<file path="config.mk">
export PLATFORM = sky130hd
export DESIGN_NAME = led_blink_code
export DESIGN_NICKNAME = d
export VERILOG_FILES = /design/src/rtl/led_blink_code_pkg.sv /design/src/rtl/led_blink_code_tick_prescaler.sv /design/src/rtl/led_blink_code.sv
export SDC_FILE = /design/constraint.sdc
export NUM_CORES = 1
export LEC_CHECK = 0
export CAP_MARGIN = 20
export CORE_AREA = 2 2 74 76
export CTS_BUF_LIST = sky130_fd_sc_hd__clkbuf_16
export DETAILED_ROUTE_END_ITERATION = 10
export DIE_AREA = 0 0 76 78
export PLACE_DENSITY = 0.64
export SETUP_SLACK_MARGIN = 0.05
export SLEW_MARGIN = 0
export SYNTH_ARGS = -nofsm -noshare
export SYNTH_HDL_FRONTEND = slang
export SYNTH_SLANG_ARGS = --single-unit
</file>
<file path="constraint.sdc">
create_clock -name i_clock -period 4.4 [get_ports i_clock]
set_clock_uncertainty 0.1 [all_clocks]
set_input_delay 0.44 -clock i_clock [delete_from_list [all_inputs] [get_ports i_clock]]
set_output_delay 0.44 -clock i_clock [all_outputs]
set_load 0.1 [all_outputs]
</file>
<file path="src/rtl/led_blink_code_pkg.sv">
// ---------------------------------------------------------------------------
// led_blink_code_pkg
// Shared definitions for the status-LED path: FSM state encodings for the
// blink-code sequencer and the default blink timing, also used by the fader
// wrapper so both sides agree on the same pattern.
// No ports (package).
// ---------------------------------------------------------------------------
package led_blink_code_pkg;

  typedef enum logic [1:0] {
    ST_IDLE = 2'd0,
    ST_ON   = 2'd1,
    ST_OFF  = 2'd2,
    ST_GAP  = 2'd3
  } state_t;

  // Default timing, in prescaler ticks / full sequence repeats
  localparam int DEF_ON_TICKS  = 2;
  localparam int DEF_OFF_TICKS = 3;
  localparam int DEF_GAP_TICKS = 10;
  localparam int DEF_REPEATS   = 3;

  // Bits needed to hold the values 0..maxVal (maxVal >= 1)
  function automatic int widthFor(input int maxVal);
    return $clog2(maxVal + 1);
  endfunction

  function automatic int max3(input int a, input int b, input int c);
    int m;
    m = (a > b) ? a : b;
    return (m > c) ? m : c;
  endfunction

endpackage

</file>
<file path="src/rtl/led_blink_code_tick_prescaler.sv">
// ---------------------------------------------------------------------------
// tick_prescaler
// Free-running MXTICKCNT-bit counter producing a one-clock tick each time the
// counter is all-ones (one tick every 2**MXTICKCNT clocks). A synchronous
// clear restarts the count so the first tick after it lands a full period later.
// Ports:
//   i_clock  in   system clock
//   i_reset  in   asynchronous, active-high reset
//   i_clear  in   synchronous clear of the counter
//   o_tick   out  1-cycle tick pulse
// ---------------------------------------------------------------------------
module tick_prescaler #(
  parameter int MXTICKCNT = 22
) (
  input  logic i_clock,
  input  logic i_reset,
  input  logic i_clear,
  output logic o_tick
);

  logic [MXTICKCNT-1:0] r_count;

  // Counter wraps naturally; clear wins over counting
  always_ff @(posedge i_clock or posedge i_reset) begin
    if (i_reset) begin
      r_count <= '0;
    end else if (i_clear) begin
      r_count <= '0;
    end else begin
      r_count <= r_count + 1'b1;
    end
  end

  assign o_tick = &r_count;

endmodule

</file>
<file path="src/rtl/led_blink_code.sv">
// ---------------------------------------------------------------------------
// led_blink_code
// Status-LED sequencer downstream of the LED fader. Idle: passes the fader
// waveform to the LED. On an accepted nonzero status code N: N blinks then a
// dark gap, repeated REPEATS times, then back to the fader waveform.
// Ports:
//   i_clock       in   system clock
//   i_reset       in   asynchronous, active-high reset
//   i_fade_in     in   PWM breathing waveform (same clock domain)
//   i_code        in   status code to display
//   i_code_valid  in   code is presented
//   o_code_ready  out  high only while idle (combinational)
//   o_led         out  registered LED drive
//   o_busy        out  registered, high while a code is being shown
// ---------------------------------------------------------------------------
module led_blink_code
  import led_blink_code_pkg::*;
#(
  parameter int MXTICKCNT  = 22,
  parameter int MXCODEBITS = 4,
  parameter int ON_TICKS   = DEF_ON_TICKS,
  parameter int OFF_TICKS  = DEF_OFF_TICKS,
  parameter int GAP_TICKS  = DEF_GAP_TICKS,
  parameter int REPEATS    = DEF_REPEATS
) (
  input  logic                  i_clock,
  input  logic                  i_reset,
  input  logic                  i_fade_in,
  input  logic [MXCODEBITS-1:0] i_code,
  input  logic                  i_code_valid,
  output logic                  o_code_ready,
  output logic                  o_led,
  output logic                  o_busy
);

  localparam int PH_W  = widthFor(max3(ON_TICKS, OFF_TICKS, GAP_TICKS));
  localparam int REP_W = widthFor(REPEATS);

  // Phase counter holds 0..X-1; the transition happens on the X-th tick
  localparam logic [PH_W-1:0]  ON_LAST  = PH_W'(ON_TICKS - 1);
  localparam logic [PH_W-1:0]  OFF_LAST = PH_W'(OFF_TICKS - 1);
  localparam logic [PH_W-1:0]  GAP_LAST = PH_W'(GAP_TICKS - 1);
  localparam logic [REP_W-1:0] REP_INIT = REP_W'(REPEATS);

  state_t                r_state;
  logic [PH_W-1:0]       r_phase;
  logic [MXCODEBITS-1:0] r_blinkCnt;
  logic [MXCODEBITS-1:0] r_code;
  logic [REP_W-1:0]      r_repCnt;
  logic                  r_led;
  logic                  r_busy;

  state_t                w_nextState;
  logic [PH_W-1:0]       w_nextPhase;
  logic [MXCODEBITS-1:0] w_nextBlink;
  logic [REP_W-1:0]      w_nextRep;
  logic                  w_nextLed;
  logic                  w_nextBusy;
  logic                  w_start;
  logic                  w_tick;

  assign o_code_ready = (r_state == ST_IDLE);

  // A zero code completes the handshake but never starts a sequence
  assign w_start = i_code_valid && o_code_ready && (i_code != '0);

  // Clearing on start makes the first ON phase exactly ON_TICKS ticks long
  tick_prescaler #(
    .MXTICKCNT (MXTICKCNT)
  ) u_prescaler (
    .i_clock (i_clock),
    .i_reset (i_reset),
    .i_clear (w_start),
    .o_tick  (w_tick)
  );

  // Next-state logic: phase counter advances on ticks, each state leaves on
  // its last tick; blink count drops leaving ON, repeat count leaving GAP.
  always_comb begin
    w_nextState = r_state;
    w_nextPhase = r_phase;
    w_nextBlink = r_blinkCnt;
    w_nextRep   = r_repCnt;
    case (r_state)
      ST_IDLE: begin
        if (w_start) begin
          w_nextState = ST_ON;
          w_nextPhase = '0;
          w_nextBlink = i_code;
          w_nextRep   = REP_INIT;
        end
      end
      ST_ON: begin
        if (w_tick) begin
          if (r_phase == ON_LAST) begin
            w_nextState = ST_OFF;
            w_nextPhase = '0;
            w_nextBlink = r_blinkCnt - 1'b1;
          end else begin
            w_nextPhase = r_phase + 1'b1;
          end
        end
      end
      ST_OFF: begin
        if (w_tick) begin
          if (r_phase == OFF_LAST) begin
            w_nextPhase = '0;
            w_nextState = (r_blinkCnt != '0) ? ST_ON : ST_GAP;
          end else begin
            w_nextPhase = r_phase + 1'b1;
          end
        end
      end
      ST_GAP: begin
        if (w_tick) begin
          if (r_phase == GAP_LAST) begin
            w_nextPhase = '0;
            w_nextRep   = r_repCnt - 1'b1;
            if (r_repCnt == REP_W'(1)) begin
              w_nextState = ST_IDLE;
            end else begin
              w_nextState = ST_ON;
              w_nextBlink = r_code;
            end
          end else begin
            w_nextPhase = r_phase + 1'b1;
          end
        end
      end
      default: begin
        w_nextState = ST_IDLE;
      end
    endcase
  end

  // Outputs are decoded from the next state so led/busy change on the same
  // edge as the state itself (accept in cycle k -> lit in cycle k+1)
  always_comb begin
    w_nextLed  = (w_nextState == ST_ON) ||
                 ((w_nextState == ST_IDLE) && i_fade_in);
    w_nextBusy = (w_nextState != ST_IDLE);
  end

  // State, counters and registered outputs
  always_ff @(posedge i_clock or posedge i_reset) begin
    if (i_reset) begin
      r_state    <= ST_IDLE;
      r_phase    <= '0;
      r_blinkCnt <= '0;
      r_code     <= '0;
      r_repCnt   <= '0;
      r_led      <= 1'b0;
      r_busy     <= 1'b0;
    end else begin
      r_state    <= w_nextState;
      r_phase    <= w_nextPhase;
      r_blinkCnt <= w_nextBlink;
      r_repCnt   <= w_nextRep;
      r_led      <= w_nextLed;
      r_busy     <= w_nextBusy;
      if (w_start) begin
        r_code <= i_code;
      end
    end
  end

  assign o_led  = r_led;
  assign o_busy = r_busy;

endmodule

</file>
==> results_dict.tcl, run 1 <==
set metrics [dict create \
    fillCellCount 464 \
    holdWs_ns 0.380 \
    drive_above_1_share_pct 9.58 \
    setup_viol 0 \
    fp.dieH_um 78 \
    crit_path_end "o_code_ready" \
    fin_setup_tns_ns 0 \
    relSlewSlack_pct 35.1 \
    timing.rr.end "r_blinkCnt[2]$_DFFE_PP0P_" \
    synth-edff-count 0 \
    drt-total-wl_mm 4.64 \
    vdd_drop_max_uv 271 \
    antenna_found_initial 0 \
    synth_top_family_by_area "simple AND/OR/NAND/NOR gates" \
    syn_inst 251 \
    synth_ff_type "dfrtp_1" \
    dr.pass1.iters 4 \
    drv_cap 0 \
    synth.area.top_cells "dfrtp_1 (43%), nor2_1 (4.7%), xor2_1 (4.6%), nand2_1 (3.9%), nand3_1 (3.5%)" \
    end_kind "output port" \
    crit_arrival_ns 2.52 \
    drtAntennaViolNets 0 \
    area_growth_pct 16.2 \
    wl_per_cell_um 14.0 \
    critPathKind "register to output port" \
    synth_compound_area_share_pct 12.6 \
    synthTopCellsByCount "dfrtp_1 (40), nor2_1 (29), nand2_1 (24)" \
    core_um2 5040 \
    startpoint "r_state[1]$_DFF_PP0_" \
    grt_max_degree 41 \
    io_buffers 10 \
    crit_path_start_kind "register" \
    crit_path_max_fanout 19 \
    netlist.area_leader.share_pct 43.5 \
    nets 274 \
    place.gp.congestion 0.827 \
    yosysMostFrequentCell "dfrtp_1" \
    syn-num-nets 265 \
    synth_xor_area_share_pct 6.84 \
    grt_pass1_wl_mm 8.27 \
    synth_top_area_cell "dfrtp_1" \
    crit-reg2reg-launch "u_prescaler.r_count[0]$_DFF_PP0_" \
    track_usage_pct 17.0 \
    outcome "finished clean" \
    rsz0062_at_grt "false" \
    slew_violations 0 \
    yosys.area_share.adder_pct 3.26 \
    grt_overflow 0 \
    power_leakage_nw 1.08 \
    p_per_area_nw_per_um2 442 \
    root_buffer "clkbuf_16" \
    initial_core_util_pct 45.7 \
    final_area_um2 2680 \
    cts_setup_buffers 0 \
    syn_area_um2 2300 \
    synth_mux_area_share_pct 2.28 \
    clkSlewWorstSetupHoldPaths_ns 0.06 \
    reg2reg_slack_ns 1.83 \
    drc_errors 0 \
    fmax_ghz 0.326 \
    worstHoldPathType "register to register" \
    hold_viol 0 \
    rows 26 \
    worstMarginPinSlew_ns 0.970 \
    cts_buffers 5 \
    hp-start "u_prescaler.r_count[0]$_DFF_PP0_" \
    vias 1810 \
    layout_min_cycle_time_ns 3.06 \
    fin_util_pct 53.1 \
    io-pin-count 11 \
    ys_types 54 \
    die_x_um 76 \
    min_period_over_period_pct 69.6 \
    cts_buffer_depth 2 \
    cts_tree "yes" \
    synth_warnings 0 \
    postCtsHoldBufs 0 \
    post_synth_and_or_nand_nor_area_fraction_pct 27.6 \
    cts_max_level 2 \
    clk_latency_ns 0.28 \
    dieArea_um2 5930 \
    drt-initial-drc-count 127 \
    avgSynthCellArea_um2 9.18 \
    dpl-instance-area_um2 2460 \
    place.detailed.hpwl_mm 3.17 \
    cts_resized 0 \
    via_per_inst 5.47 \
    reg2regPathDepth 6 \
    synthArstFlopShare_pct 100 \
    synth_seq_cells 40 \
    n_antenna_cell 0 \
    seq_area_frac_synth_pct 43.5 \
    numClockSinks 40 \
    grt_pass1_vias 1778 \
    cp.required_ns 3.86 \
]
-- area by class of cell --
| class | count | area [um^2] | share of cell area [%] |
|---|---|---|---|
| Multi-Input combinational cell | 190 | 1220 | 45.5 |
| Sequential cell | 40 | 1000 | 37.4 |
| Clock buffer | 5 | 125 | 4.67 |
| Timing Repair Buffer | 12 | 115 | 4.30 |
| Clock inverter | 3 | 90.1 | 3.36 |
| Tap cell | 70 | 87.6 | 3.27 |
| Inverter | 11 | 41.3 | 1.54 |
-- flip-flops by register name, indices dropped and copies added (netlist names) --
signal	cells
u_prescaler.r_count	22
r_blinkCnt	4
r_code	4
r_phase	4
r_repCnt	2
r_state	2
o_busy	1
o_led	1
-- worst max-delay path: stages (launching register included) --
cell and delay, ns:
dfrtp_1 0.60, nor2_1 0.43, clkdlybuf4s50_1 1.21
-- per-stage QoR --
step	power, mW	setup slack [ns]	instances
2_1_floorplan	0.616	1.60	251
3_3_place_gp	0.658	1.69	323
3_5_place_dp	0.661	1.60	323
4_1_cts	1.19	1.35	331
5_1_grt	1.25	1.25	331
6_report	1.18	1.34	331
-- logic make-up after synthesis --
kind of cell	after synthesis
adders and majority gates	6
xor gates and xnor gates	18
AOI/OAI and AO/OA	41
buffers and inverters	21
and+or+nand+nor	120
DFF	40
muxes	5
-- per-layer routing --
metal / global-route usage, % / up-vias / wire, um
li1: - / 913 / -
met1: 23.4 / 865 / 2360
met2: 26.9 / 28 / 2070
met3: 3.60 / 4 / 176
met4: 5.82 / 0 / 34
met5: 0 / - / 0
-- worst min-delay path by stage --
stage / cells after the start / endpoint
2_1_floorplan: 1 / u_prescaler.r_count[0]$_DFF_PP0_
3_3_place_gp: 1 / u_prescaler.r_count[0]$_DFF_PP0_
3_5_place_dp: 1 / u_prescaler.r_count[0]$_DFF_PP0_
4_1_cts: 1 / u_prescaler.r_count[0]$_DFF_PP0_
5_1_grt: 1 / u_prescaler.r_count[0]$_DFF_PP0_
6_report: 1 / u_prescaler.r_count[0]$_DFF_PP0_
-- placed cells by master (no fill, tap or decap), types with 4 or more instances in the layout --
cell type / instances
xnor2_1: 6
a21oi_1: 10
clkdlybuf4s50_1: 10
o21ai_0: 11
nand4_1: 7
nand2_1: 24
ha_1: 6
nor2_1: 29
inv_1: 11
nor4_1: 4
nor3_1: 7
nand3_1: 16
clkbuf_16: 5
or3_1: 5
xor2_1: 12
dfrtp_1: 40
-- report_power, final --
part           internal, mW  switching, mW
clock                 0.382          0.145
sequential            0.432         0.0716
combinational        0.0741         0.0785
(Power assumes the default switching activity.)
==> run 2: changes to the inputs <==
--- a/config.mk
+++ b/config.mk
@@ -10,7 +10,7 @@
 export CTS_BUF_LIST = sky130_fd_sc_hd__clkbuf_16
 export DETAILED_ROUTE_END_ITERATION = 10
 export DIE_AREA = 0 0 76 78
-export PLACE_DENSITY = 0.64
+export PLACE_DENSITY = 0.67
 export SETUP_SLACK_MARGIN = 0.05
 export SLEW_MARGIN = 0
 export SYNTH_ARGS = -nofsm -noshare
==> constraint.sdc (replaced) <==
create_clock -name i_clock -period 2.7 [get_ports i_clock]
set_clock_uncertainty 0.1 [all_clocks]
set_input_delay 0.27 -clock i_clock [delete_from_list [all_inputs] [get_ports i_clock]]
set_output_delay 0.27 -clock i_clock [all_outputs]
set_load 0.1 [all_outputs]
==> results_dict.tcl, run 2 (synthesized netlist as in run 1, its figures left out) <==
set metrics [dict create \
    critPathKind "register to register" \
    core_um2 5040 \
    fin_ws_ns 0.426 \
    cts_resized 0 \
    cts_tree "yes" \
    end_kind "register" \
    largest_reg_flops 22 \
    io_buffers 10 \
    internal-power_mw 1.26 \
    via_per_inst 5.58 \
    cts_max_level 2 \
    p_per_area_nw_per_um2 647 \
    drtAntennaViolNets 0 \
    slew_violations 0 \
    drt-total-wl_mm 4.81 \
    root_buffer "clkbuf_16" \
    drive_above_1_share_pct 13.4 \
    numClockSinks 40 \
    grt_pass1_vias 1823 \
    drc_errors 0 \
    crit_arrival_ns 2.35 \
    worstHoldPathType "input port to asynchronous set/reset pin" \
    top_register "u_prescaler.r_count" \
    netSwitchingPower_mw 0.479 \
    seq_power_share_pct 47.3 \
    grt_max_degree 41 \
    min_period_over_period_pct 84.2 \
    setup_viol 0 \
    fp.dieH_um 78 \
    io-pin-count 11 \
    wl_per_cell_um 14.2 \
    final_common_cell "dfrtp_1" \
    drv_cap 0 \
    place.gp.congestion 0.775 \
    grt_overflow 0 \
    crit_path_max_fanout 6 \
    place_ws_ns 0.409 \
    power_frac_clock_pct 38.3 \
    place.detailed.hpwl_mm 3.43 \
    relSlewSlack_pct 61.9 \
    fin_setup_tns_ns 0 \
    fmax_ghz 0.440 \
    drt-initial-drc-count 157 \
    crit_path_start_kind "register" \
    dieArea_um2 5930 \
    dr.pass1.iters 4 \
    cts_buffer_depth 2 \
    antenna_found_initial 0 \
    cts_setup_buffers 0 \
    cts_buffers 5 \
    hold_viol 0 \
    outcome "finished clean" \
    n_antenna_cell 0 \
    grt_pass1_wl_mm 8.52 \
    worstMarginPinSlew_ns 0.566 \
    layout_min_cycle_time_ns 2.27 \
    area_growth_pct 16.6 \
    clk_latency_ns 0.28 \
    crit-reg2reg-launch "u_prescaler.r_count[0]$_DFF_PP0_" \
    power_leakage_nw 1.10 \
    vias 1892 \
    fillCellCount 458 \
    nets 282 \
    initial_core_util_pct 45.7 \
    postCtsHoldBufs 0 \
    track_usage_pct 17.8 \
    mostFrequentLayoutCells "dfrtp_1 (40), nor2_1 (28), nand2_1 (24)" \
    p_comb_share_pct 14.5 \
    die_x_um 76 \
    clkSlewWorstSetupHoldPaths_ns 0.06 \
    rsz0062_at_grt "false" \
    rows 26 \
    cp.required_ns 2.77 \
    swShare_pct 27.5 \
    vdd_drop_max_uv 373 \
    startpoint "u_prescaler.r_count[0]$_DFF_PP0_" \
]
run 2: cell count changes in the layout (fill, tap and decap cells not counted):
cell | before | now
nor2_2 | 0 | 1
bufinv_16 | 3 | 1
clkinv_1 | 0 | 1
buf_4 | 2 | 13
nor2_1 | 29 | 28
clkdlybuf4s50_1 | 10 | 7
clkinv_4 | 0 | 1
run 2: final cells by class:
| class | instances | area (um^2) | share of cell area, % |
|---|---|---|---|
| Clock buffer | 5 | 125 | 4.66 |
| Sequential cell | 40 | 1000 | 37.3 |
| Clock inverter | 3 | 42.5 | 1.58 |
| Multi-Input combinational cell | 190 | 1220 | 45.4 |
| Tap cell | 70 | 87.6 | 3.26 |
| Inverter | 11 | 41.3 | 1.54 |
| Timing Repair Buffer | 20 | 168 | 6.24 |
run 2: stage by stage:
stage | utilization, % | hold WS (ns) | instance area [um^2] | std cells | power [mW]
2_1_floorplan | - | 0.275 | 2310 | 251 | 1.00
3_3_place_gp | 49.9 | 0.356 | 2520 | 331 | 1.07
3_5_place_dp | 49.9 | 0.372 | 2520 | 331 | 1.08
4_1_cts | 53.3 | 0.343 | 2690 | 339 | 1.76
5_1_grt | 53.3 | 0.400 | 2690 | 339 | 1.84
6_report | 53.3 | 0.313 | 2690 | 339 | 1.74
run 2: layer usage:
layer | global-route usage [%] | vias up | wire, um
met5 | 0 | - | 0
met2 | 29.4 | 26 | 2310
met1 | 23.2 | 927 | 2290
met4 | 5.64 | 0 | 82
met3 | 4.19 | 8 | 126
li1 | - | 931 | -
run 2: path summary, 6_finish.rpt:
| kind | end | slack, ns | cells past startpoint |
|---|---|---|---|
| min in group i_clock | u_prescaler.r_count[0]$_DFF_PP0_ | 0.37 | 1 |
| worst max register to register | o_led$_DFF_PP0_ | 0.43 | 6 |
| worst min-delay path | r_phase[2]$_DFFE_PP0P_ | 0.31 | 3 |
| max in group asynchronous | r_code[0]$_DFFE_PP0P_ | 1.83 | 3 |
| worst max-delay path | o_led$_DFF_PP0_ | 0.43 | 6 |
| worst min register to register | u_prescaler.r_count[0]$_DFF_PP0_ | 0.37 | 1 |
run 2: power groups by stage:
stage / Sequential, mW / Combinational [mW] / Clock (mW)
3_3_place_gp: 0.823 / 0.247 / 0
4_1_cts: 0.819 / 0.257 / 0.682
6_report: 0.822 / 0.252 / 0.665
2_1_floorplan: 0.804 / 0.200 / 0
3_5_place_dp: 0.829 / 0.255 / 0
5_1_grt: 0.833 / 0.297 / 0.713
run 2: worst max-delay path: stages, from the launching register on:
cell     delay [ns]
dfrtp_1        0.37
ha_1           0.21
nand3_1        0.20
or4_4          0.63
o21ai_0        0.24
or2b_1         0.26
o21ba_1        0.16
